**src/rtl/square_seq.sv**
```systemverilog
// -----------------------------------------------------------------------------
// square_seq
//   Sequential shift-add squarer. Returns x*x for an unsigned IN_W-bit operand
//   and spends IN_W cycles per operand. One operand is in flight at a time.
//   Valid/ready handshakes are used on both the operand and the result side.
//
//   Parameters
//     IN_W   operand width (unsigned), >= 2
//     OUT_W  result width, must equal 2*IN_W so the result is never truncated
//
//   Ports
//     clk     rising-edge clock
//     rst_n   asynchronous active-low reset
//     val_i   operand valid
//     rdy_o   block accepts an operand this cycle (forced 0 while in reset)
//     sq_i    operand x, unsigned
//     val_o   result valid (registered)
//     rdy_i   downstream accepts the result this cycle
//     sq_o    result x*x, unsigned (registered, held until consumed)
//     busy_o  high while computing or holding an unconsumed result
// -----------------------------------------------------------------------------
module square_seq #(
  parameter int IN_W  = 8,
  parameter int OUT_W = 2 * IN_W
) (
  input  logic             clk,
  input  logic             rst_n,
  input  logic             val_i,
  output logic             rdy_o,
  input  logic [IN_W-1:0]  sq_i,
  output logic             val_o,
  input  logic             rdy_i,
  output logic [OUT_W-1:0] sq_o,
  output logic             busy_o
);

  localparam int CNT_W = (IN_W > 1) ? $clog2(IN_W) : 1;
  localparam logic [CNT_W-1:0] CNT_LAST = CNT_W'(IN_W - 1);

  typedef enum logic [1:0] {
    IDLE = 2'd0,
    CALC = 2'd1,
    DONE = 2'd2
  } state_t;

  state_t             state;
  logic [IN_W-1:0]    op;
  logic [OUT_W-1:0]   acc;
  logic [CNT_W-1:0]   cnt;
  logic [OUT_W-1:0]   acc_next;

  // Partial product for one operand bit: op shifted to that bit's weight when
  // the bit is set, zero otherwise.
  function automatic logic [OUT_W-1:0] partial_term(input logic [IN_W-1:0]  x,
                                                    input logic [CNT_W-1:0] k);
    logic [OUT_W-1:0] x_ext;
    x_ext = OUT_W'(x);
    return x[k] ? (x_ext << k) : '0;
  endfunction

  // OUT_W = 2*IN_W bits hold (2^IN_W-1)^2, so this sum can never wrap.
  assign acc_next = acc + partial_term(op, cnt);

  // Ready is combinational so a result can be consumed and a new operand
  // accepted on the same edge; reset masks it off immediately.
  assign rdy_o = rst_n & ((state == IDLE) | ((state == DONE) & rdy_i));

  always_ff @(posedge clk or negedge rst_n) begin
    if (!rst_n) begin
      state  <= IDLE;
      op     <= '0;
      acc    <= '0;
      cnt    <= '0;
      val_o  <= 1'b0;
      sq_o   <= '0;
      busy_o <= 1'b0;
    end else begin
      unique case (state)
        IDLE: begin
          if (val_i) begin
            op     <= sq_i;
            acc    <= '0;
            cnt    <= '0;
            busy_o <= 1'b1;
            state  <= CALC;
          end
        end

        CALC: begin
          acc <= acc_next;
          cnt <= cnt + 1'b1;
          // The last bit's add lands directly in sq_o on the way to DONE.
          if (cnt == CNT_LAST) begin
            sq_o  <= acc_next;
            val_o <= 1'b1;
            state <= DONE;
          end
        end

        DONE: begin
          if (rdy_i) begin
            val_o <= 1'b0;
            if (val_i) begin
              // Consume and restart in the same cycle: no idle bubble.
              op    <= sq_i;
              acc   <= '0;
              cnt   <= '0;
              state <= CALC;
            end else begin
              busy_o <= 1'b0;
              state  <= IDLE;
            end
          end
        end

        default: begin
          val_o  <= 1'b0;
          busy_o <= 1'b0;
          state  <= IDLE;
        end
      endcase
    end
  end

endmodule
```
**config.mk**
```make
export PLATFORM = sky130hd
export DESIGN_NAME = square_seq
export DESIGN_NICKNAME = d
export VERILOG_FILES = /design/src/rtl/square_seq.sv
export SDC_FILE = /design/constraint.sdc
export NUM_CORES = 1
export LEC_CHECK = 0
export CAP_MARGIN = 20
export CORE_MARGIN = 2
export CORE_UTILIZATION = 59
export CTS_BUF_LIST = sky130_fd_sc_hd__clkbuf_4
export DETAILED_ROUTE_END_ITERATION = 6
export DONT_BUFFER_PORTS = 1
export HOLD_SLACK_MARGIN = 0.1
export PLACE_DENSITY = 0.86
export SLEW_MARGIN = 15
export SYNTH_ARGS = -nofsm -noshare
export SYNTH_HDL_FRONTEND = slang
export SYNTH_SLANG_ARGS = --single-unit
export TNS_END_PERCENT = 20
```
**constraint.sdc**
```tcl
create_clock -name clk -period 5.8 [get_ports clk]
set_input_delay 0.87 -clock clk [delete_from_list [all_inputs] [get_ports clk]]
set_output_delay 0.87 -clock clk [all_outputs]
set_load 0.005 [all_outputs]
```
==> flow_summary_export.csv, run 1 <==
group,metric,value,unit
finish,share_of_final_layout_standard_cells_stronger_than_drive_strength_1,5.167,%
synthesis,netlist_top_cells_count,"64 x nand2_1, 47 x dfrtp_1, 36 x o21ai_0",
synthesis,post-synth-top-count-cell,"nand2_1",
synthesis,synthDistinctLibCells,44,
placement,port_buffers,0,
critical_path,required,6.00,ns
timing,timing.clock.skew,0.01944,ns
synthesis,ys_async_sr_fraction,100.0,%
placement,routabilityCongestion,0.9457,
timing,final.setup.tns,0,ns
synthesis,yosysWarningCount,0,
clock_tree,cts_resized,0,
timing,finalCritPeriodShare,66.96,%
critical_path,criticalPathCategory,"register to register",
power_and_ir_drop,switchingPower,808.2,uW
finish,fill_cells,394,
route,drt-wirelength-per-cell,15.27,um
timing,period_minus_slack,3.884,ns
route,post-route-drc-count,0,
clock_tree,postCtsSetupBuffers,0,
synthesis,synth_top_area_share,40.45,%
power_and_ir_drop,p_clk_share,11.3,%
critical_path,setup.worst_path.start,"cnt[0]",
clock_tree,cts_root_buffer,"clkbuf_4",
power_and_ir_drop,sequentialPowerShare,37.4,%
grt,number_of_antenna_violations_at_the_first_check_in_global_routing,0,
grt,number_of_global_route_vias_before_repair,2308,
synthesis,synth_nets,368,
timing,worst_pin_slew,1.077,ns
timing,timing_max_transition_violations_final,0,
critical_path,worstRegToRegCells,11,
die,chipHeight,74.20,um
clock_tree,clock_tree.htree_level_count,2,
critical_path,critPathArrivalTime,4.09,ns
power_and_ir_drop,peak_supply_drop,0.3474,mV
status,run_status,"finished clean",
synthesis,synth_seq_area_share,40.45,%
grt,grt_first_pass_wirelength,10580,um
die,floorplan.die_area,0.005506,mm2
synthesis,synthCells,338,
grt,grt_overflow,0,
route,antenna_left,0,
placement,dp_hpwl,4336,um
finish,syn_to_final_growth,3.270,%
finish,finish.net_count,358,
synthesis,synth.avg_cell_area,8.603,um2
synthesis,synth-edff-count,0,
synthesis,netlist_top_cells_area,"dfrtp_1 40%, nand2_1 8.3%, ha_1 7.3%",
power_and_ir_drop,static_leakage,1.374,nW
power_and_ir_drop,power.density,575.9,mW/mm2
critical_path,worst_r2r_endpoint,"acc[10]",
route,drtIter0Drc,241,
critical_path,worst_setup_path_start_kind,"register",
clock_tree,tritoncts,"done",
critical_path,kind_of_end_point_of_the_critical_path,"register",
power_and_ir_drop,switching_share,46.74,%
grt,track_usage,24.91,%
clock_tree,ctsLongestPathBuffers,2,
finish,antennaDiodeCount,0,
clock_tree,clock_insertion_delay_worst_skew,0.38,ns
power_and_ir_drop,cellInternalPower,921.2,uW
die,floorplan.rows,25,
route,detail_route.first_pass.iterations,5,
die,die_w,74.20,um
critical_path,flop_to_flop_setup_slack,1.92,ns
timing,rsz0062_at_grt,"no",
synthesis,ys_ff_latch,47,
clock_tree,cts_made_buffers,5,
clock_tree,tritoncts_num_sinks,47,
die,core-area,0.004723,mm2
route,detail_route.vias_per_cell,6.091,
timing,fmaxAchievable,0.2575,GHz
critical_path,timing.critical_path.fanout_max,23,
die,floorplan.initialDensity,61.56,%
die,io_pins,31,
timing,timing.slew.headroom,28.17,%
hold_path,hp-class,"primary input to asynchronous set/reset pin",
clock_tree,path_clk_slew,0.14,ns
power_and_ir_drop,totalPowerFinal,1.729,mW
synthesis,netlist_area,0.002908,mm2
synthesis,post_synthesis_cell_type_with_the_largest_combined_area,"dfrtp_1",
critical_path,worstReg2RegStart,"cnt[0]",
job,max_cap_violations,0,
route,dr_total_vias,2412,
route,totalWireLength,6047,um
clock_tree,post_cts_hold_buffer_count,0,
power_and_ir_drop,power.combinational.fraction,51.3,%
timing,timing_hold_violations_final,0,
timing,setup_viol_count_final,0,
synthesis,synth_flop_cell,"dfrtp_1",
grt,grt_start_max_net_pins,49,
-- registers in the layout, summed over array words and instances (netlist names) --
name and count:
acc 16, busy_o 1, cnt 3, op 8
sq_o 16, state 2, val_o 1
-- logic make-up (layout without fill, tap and decap cells) --
kind of cell / after synthesis / in the layout / synth area share, %
AND/OR/NAND/NOR: 135 / 135 / 20.65
AO/OA/AOI/OAI: 91 / 91 / 19.02
buffers and inverters: 23 / 14 / 3.012
XOR/XNOR: 11 / 11 / 3.313
adder cells (fa/ha/maj): 18 / 18 / 8.003
multiplexers: 13 / 13 / 5.551
flip-flops: 47 / 47 / 40.45
-- final cells by class --
type                            count  area (um2)  share of cell area, %
Clock buffer                        5       37.54                  1.250
Clock inverter                      3       38.79                  1.292
Inverter                            6       22.52                 0.7500
Multi-Input combinational cell    268        1644                  54.75
Sequential cell                    47        1176                  39.17
Tap cell                           67       83.83                  2.792
-- worst max path at each step --
stage,endpoint,depth (start not counted)
2_1_floorplan,sq_o[14],12
3_3_place_gp,acc[14],11
3_5_place_dp,acc[14],11
4_1_cts,sq_o[14],11
5_1_grt,acc[15],11
6_report,acc[10],11
-- power groups by stage --
stage | registers (mW) | logic (mW) | clock network (mW)
2_1_floorplan | 0.567 | 0.775 | 0
5_1_grt | 0.675 | 1.02 | 0.214
3_3_place_gp | 0.642 | 0.838 | 0
3_5_place_dp | 0.652 | 0.876 | 0
6_report | 0.647 | 0.887 | 0.195
4_1_cts | 0.646 | 0.879 | 0.200
-- metrics by stage --
stage | hold slack, ns | utilization [%] | instances | instance area [um2] | setup WS, ns
2_1_floorplan | 0.4563 | - | 338 | 2908 | 2.679
5_1_grt | 0.1360 | 63.58 | 396 | 3003 | 1.578
6_report | 0.1595 | 63.58 | 396 | 3003 | 1.916
3_5_place_dp | 0.4902 | 61.96 | 388 | 2927 | 1.976
3_3_place_gp | 0.4766 | 61.96 | 388 | 2927 | 2.151
4_1_cts | 0.1533 | 63.58 | 396 | 3003 | 1.943
-- layer usage --
layer	GRT usage, %	vias to the layer above	part of all wire (%)
li1	-	1170	-
met2	40.28	74	47
met3	4.472	24	4.2
met4	9.495	0	3.2
met5	0	-	0
met1	33.51	1144	45
-- layout by cell type (no fill, tap or decap), types with 4 or more instances in the layout --
| master | count |
|---|---|
| and2_1 | 4 |
| mux2i_1 | 6 |
| xnor2_1 | 5 |
| a21o_1 | 5 |
| inv_1 | 6 |
| ha_1 | 17 |
| nor2_1 | 25 |
| xor2_1 | 6 |
| a21oi_1 | 24 |
| dfrtp_1 | 47 |
| clkbuf_4 | 5 |
| nand2_1 | 64 |
| mux2_2 | 5 |
| nor3_1 | 6 |
| o21ai_0 | 36 |
| nand3_1 | 19 |
-- critical path, stage by stage (launching register included) --
cell and delay, ns:
dfrtp_1 0.86, mux4_2 0.59, nand2_1 0.12, and2_1 0.27
nor2_1 0.09, ha_1 0.37, and3_1 0.24, a221oi_2 0.46
nor2_1 0.10, a21oi_1 0.20, xor2_1 0.27, o21ai_0 0.14
No activity file was read; power rests on OpenSTA's default activity.
==> inputs of run 2 (changes only) <==
clock period = 3.7 ns   (was 5.8 ns; I/O delays follow)
==> flow_summary_export.csv, run 2 (synthesized netlist as in run 1, its figures left out) <==
group,metric,value,unit
hold_path,holdCritStartpoint,"sq_i[4]",
clock_tree,clock_tree.htree_level_count,2,
timing,timing_max_transition_violations_final,0,
placement,dp.cells,392,
clock_tree,cts_root_buffer,"clkbuf_4",
power_and_ir_drop,power.density,872.6,mW/mm2
clock_tree,path_clk_slew,0.13,ns
hold_path,timing.hold.worst_path_depth,2,
clock_tree,cts_made_buffers,5,
power_and_ir_drop,static_leakage,1.394,nW
finish,stdcell_count,403,
power_and_ir_drop,totalPowerFinal,2.661,mW
grt,track_usage,25.23,%
grt,grt_first_pass_wirelength,10720,um
die,io_pins,31,
route,met3WireLength,223,um
grt,grt_start_max_net_pins,48,
grt,number_of_global_route_vias_before_repair,2350,
die,floorplan.rows,25,
die,floorplan.initialDensity,61.56,%
timing,finalCritPeriodShare,90.55,%
route,m1WireLength,2797,um
die,chipHeight,74.20,um
finish,syn_to_final_growth,4.862,%
die,floorplan.die_area,0.005506,mm2
hold_path,hp-class,"primary input to register",
route,highest-signal-layer,"met4",
placement,port_buffers,0,
critical_path,flop_to_flop_setup_slack,0.35,ns
clock_tree,ctsLongestPathBuffers,2,
critical_path,worst_setup_path_start_kind,"register",
placement,routabilityCongestion,0.9025,
finish,most_common_library_cell_in_the_layout_ignoring_fill_and_taps,"nand2_1",
placement,dp_hpwl,4490,um
route,drtIter0Drc,143,
timing,setup_viol_count_final,0,
timing,fmaxAchievable,0.2985,GHz
route,post-route-drc-count,0,
finish,fill_cells,410,
critical_path,critPathArrivalTime,3.59,ns
finish,finish.net_count,364,
critical_path,required,3.93,ns
critical_path,worst_r2r_endpoint,"acc[15]",
grt,grt_overflow,0,
die,core-area,0.004723,mm2
clock_tree,tritoncts_num_sinks,47,
finish,final_cell_mix,"64 x nand2_1, 46 x dfrtp_1, 36 x o21ai_0",
timing,period_minus_slack,3.351,ns
die,die_w,74.20,um
clock_tree,clock_insertion_delay_worst_skew,0.36,ns
status,run_status,"finished clean",
critical_path,criticalPathCategory,"register to register",
route,antenna_left,0,
timing,timing.clock.skew,0.01403,ns
critical_path,worstRegToRegCells,13,
timing,timing_hold_violations_final,0,
route,detail_route.first_pass.iterations,5,
route,totalWireLength,6142,um
route,detail_route.vias_per_cell,5.903,
timing,final_critical_path_setup_slack,0.3495,ns
grt,number_of_antenna_violations_at_the_first_check_in_global_routing,0,
route,wl_met2,2982,um
timing,final.setup.tns,0,ns
timing,timing.slew.headroom,36.58,%
finish,reg.largest.list,"acc: 16 flops, sq_o: 16 flops, op: 8 flops",
job,max_cap_violations,0,
timing,worst_pin_slew,0.9489,ns
placement,pre_cts_slack,0.2208,ns
critical_path,timing.critical_path.fanout_max,12,
finish,share_of_final_layout_standard_cells_stronger_than_drive_strength_1,6.886,%
clock_tree,tritoncts,"done",
power_and_ir_drop,peak_supply_drop,0.6044,mV
timing,rsz0062_at_grt,"no",
hold_path,min_delay_worst_endpoint,"op[4]",
critical_path,kind_of_end_point_of_the_critical_path,"register",
route,dr_total_vias,2379,
route,drt-wirelength-per-cell,15.24,um
critical_path,worstReg2RegStart,"cnt[0]",
clock_tree,postCtsSetupBuffers,0,
==> run 2: cell count changes in the layout (fill, tap and decap cells not counted), sizes merged <==
cell	change
buf	+5
bufinv	-1
diode	+2
dlygate4sd3	+1
==> run 2: per-stage QoR <==
step | cell area [um2] | util, % | hold WS [ns]
3_3_place_gp | 2957 | 62.60 | 0.2607
2_1_floorplan | 2908 | - | 0.2594
3_5_place_dp | 2957 | 62.60 | 0.2607
4_1_cts | 3040 | 64.37 | 0.2862
6_report | 3049 | 64.56 | 0.2966
5_1_grt | 3044 | 64.45 | 0.2753
==> run 2: worst max-delay path, stage by stage (launching register included) <==
cell and delay, ns:
dfrtp_1 0.45, buf_4 0.21, mux2_2 0.35, o21ai_0 0.25
nor2_1 0.07, a21oi_1 0.14, nor2_1 0.06, ha_1 0.39
nand2_1 0.07, o21ai_0 0.42, nand2_1 0.11, a31oi_1 0.39
or4_1 0.17, o311ai_0 0.13
==> run 2: metal layers <==
layer	up-vias	global-route usage [%]
li1	1186	-
met1	1132	33.16
met2	47	42.06
met3	14	4.878
met4	0	8.283
met5	-	0
==> run 2: power breakdown <==
group / internal, mW / switching, mW / total [mW]
Clock: 0.0676 / 0.156 / 0.223
Sequential: 0.741 / 0.243 / 0.983
Combinational: 0.592 / 0.862 / 1.45
Total: 1.40 / 1.26 / 2.66
==> run 2: cell type report <==
type	count	area [um2]	share of cell area [%]
multi-input cells	268	1647	54.00
flip-flops and latches	47	1177	38.61
well taps	67	83.83	2.749
repair buffers	6	67.56	2.216
clock buffers	5	37.54	1.231
inverters	6	22.52	0.7386
clock inverters	2	8.758	0.2872
diodes	2	5.005	0.1641
==> run 2: what timing repair did <==
item | 4_1_cts | 5_1_grt
endpoints found under the hold margin | 47 | 0
hold buffers | 2 | 0
resized for setup | 0 | 1
endpoints found under the setup margin | 0 | 6
==> run 2: worst max path at each step <==
| stage | startpoint | endpoint | slack, ns |
|---|---|---|---|
| floorplan | cnt[0] | sq_o[14] | 0.58 |
| global placement | cnt[1] | acc[14] | 0.32 |
| detailed placement | cnt[1] | acc[14] | 0.22 |
| CTS | cnt[1] | acc[14] | 0.21 |
| global route | cnt[0] | acc[15] | 0.03 |
| finish | cnt[0] | acc[15] | 0.35 |
==> inputs of run 3 (changes only) <==
RECOVER_POWER = 25   (was unset)
==> flow_summary_export.csv, run 3 (synthesized netlist as in run 1, its figures left out) <==
group,metric,value,unit
clock_tree,clock_tree.htree_level_count,2,
clock_tree,tritoncts,"done",
finish,final_cell_mix,"64 x nand2_1, 46 x dfrtp_1, 36 x o21ai_0",
timing,timing_max_transition_violations_final,48,
finish,fill_cells,414,
placement,dp_hpwl,4490,um
die,core-area,0.004723,mm2
route,totalWireLength,6139,um
status,run_status,"finished, violations left",
critical_path,critPathSlowestCell,"dfrtp_1",
clock_tree,path_clk_slew,0.13,ns
timing,setup_viol_count_final,0,
finish,syn_to_final_growth,4.045,%
route,antenna_left,0,
timing,final.setup.tns,0,ns
die,chipHeight,74.20,um
finish,share_of_final_layout_standard_cells_stronger_than_drive_strength_1,6.587,%
placement,port_buffers,0,
critical_path,cp.buffers_inverters,1,
route,drtIter0Drc,132,
grt,grt_start_max_net_pins,48,
critical_path,setup.worst_path.start,"cnt[0]",
hold_path,hp-class,"primary input to register",
die,floorplan.rows,25,
timing,worst_pin_slew,2.484,ns
route,dr_total_vias,2365,
critical_path,timing.critical_path.fanout_max,12,
timing,period_minus_slack,3.345,ns
timing,fmaxAchievable,0.2989,GHz
die,floorplan.die_area,0.005506,mm2
route,detail_route.first_pass.iterations,4,
status,violations,"capacitance limit, slew limit",
timing,final_critical_path_setup_slack,0.3546,ns
power_and_ir_drop,totalPowerFinal,2.656,mW
grt,track_usage,25.23,%
critical_path,criticalPathCategory,"register to register",
power_and_ir_drop,power.density,878.0,mW/mm2
grt,grt_first_pass_wirelength,10720,um
route,post-route-drc-count,0,
die,die_w,74.20,um
placement,pre_cts_slack,0.2208,ns
hold_path,timing.hold.worst_path_depth,2,
clock_tree,cts_root_buffer,"clkbuf_4",
critical_path,worstReg2RegStart,"cnt[0]",
timing,rsz0062_at_grt,"no",
route,drt-wirelength-per-cell,15.23,um
job,max_cap_violations,1,
critical_path,critical-path-top-delay-family,"compound AO/OA/AOI/OAI gates",
route,detail_route.vias_per_cell,5.868,
power_and_ir_drop,peak_supply_drop,0.6060,mV
timing,timing.clock.skew,0.009828,ns
clock_tree,postCtsSetupBuffers,0,
finish,most_common_library_cell_in_the_layout_ignoring_fill_and_taps,"nand2_1",
clock_tree,cts_made_buffers,5,
timing,whs,0.2954,ns
finish,postLayoutCoreUtil,64.05,%
finish,finish.net_count,364,
finish,reg.largest.list,"acc: 16 flops, sq_o: 16 flops, op: 8 flops",
clock_tree,tritoncts_num_sinks,47,
critical_path,kind_of_end_point_of_the_critical_path,"register",
die,floorplan.initialDensity,61.56,%
critical_path,worstRegToRegCells,13,
critical_path,crit_cells,13,
placement,routabilityCongestion,0.9025,
die,io_pins,31,
timing,timing.slew.headroom,-65.60,%
critical_path,slowest_delay,0.45,ns
timing,finalCritPeriodShare,90.42,%
critical_path,timing.critical_path.cells,"buf_4 -> mux2_2 -> o21ai_0 -> nor2_1 -> a21oi_1 -> nor2_1 -> ha_1 -> nand2_1 -> o21ai_0 -> nand2_1 -> a31oi_1 -> or4_1 -> o311ai_0",
timing,timing_hold_violations_final,0,
grt,number_of_global_route_vias_before_repair,2350,
hold_path,holdCritStartpoint,"sq_i[4]",
critical_path,worst_setup_path_start_kind,"register",
grt,number_of_antenna_violations_at_the_first_check_in_global_routing,0,
critical_path,critPathArrivalTime,3.58,ns
power_and_ir_drop,static_leakage,1.382,nW
clock_tree,ctsLongestPathBuffers,2,
grt,grt_overflow,0,
critical_path,required,3.93,ns
clock_tree,clock_insertion_delay_worst_skew,0.36,ns
[run 3: cell count changes in the layout (fill, tap and decap cells not counted)]
| cell | change |
|---|---|
| buf_16 | -1 |
| clkbuf_1 | +1 |
[run 3: final cells by class]
| class | instances | area [um2] | share of cell area [%] |
|---|---|---|---|
| diodes | 2 | 5.005 | 0.1654 |
| clock buffers | 5 | 37.54 | 1.241 |
| clock inverters | 2 | 8.758 | 0.2895 |
| inverters | 6 | 22.52 | 0.7444 |
| multi-input cells | 268 | 1647 | 54.43 |
| flip-flops and latches | 47 | 1177 | 38.92 |
| well taps | 67 | 83.83 | 2.771 |
| repair buffers | 6 | 43.79 | 1.447 |
[run 3: where the power goes]
group	switching [mW]	internal, mW
sequential	0.243	0.741
combinational	0.862	0.589
clock	0.154	0.0676
total	1.26	1.40
[run 3: metrics by stage]
stage / cells / instance area [um2]
after floorplan: 338 / 2908
final: 403 / 3025
after global routing: 401 / 3020
after detailed placement: 392 / 2957
after global placement: 392 / 2957
after CTS: 401 / 3040
[run 3: path summary, 6_finish.rpt]
path	to	slack [ns]
worst min-delay path	op[4]	0.30
max in group asynchronous	cnt[1]	0.59
worst min register to register	sq_o[6]	0.52
min in group asynchronous	acc[12]	1.52
worst max register to register	acc[15]	0.35
worst max-delay path	acc[15]	0.35
[run 3: repair_timing]
action,CTS,global route
hold buffers,2,0
endpoints found under the hold margin,47,0
resized for setup,0,1
endpoints found under the setup margin,0,6
[run 3: routing by layer]
layer | vias up | routed length (um) | track usage, %
li1 | 1185 | - | -
met1 | 1124 | 2748 | 33.16
met2 | 44 | 2999 | 42.06
met3 | 12 | 264 | 4.878
met4 | 0 | 127 | 8.283
met5 | - | 0 | 0
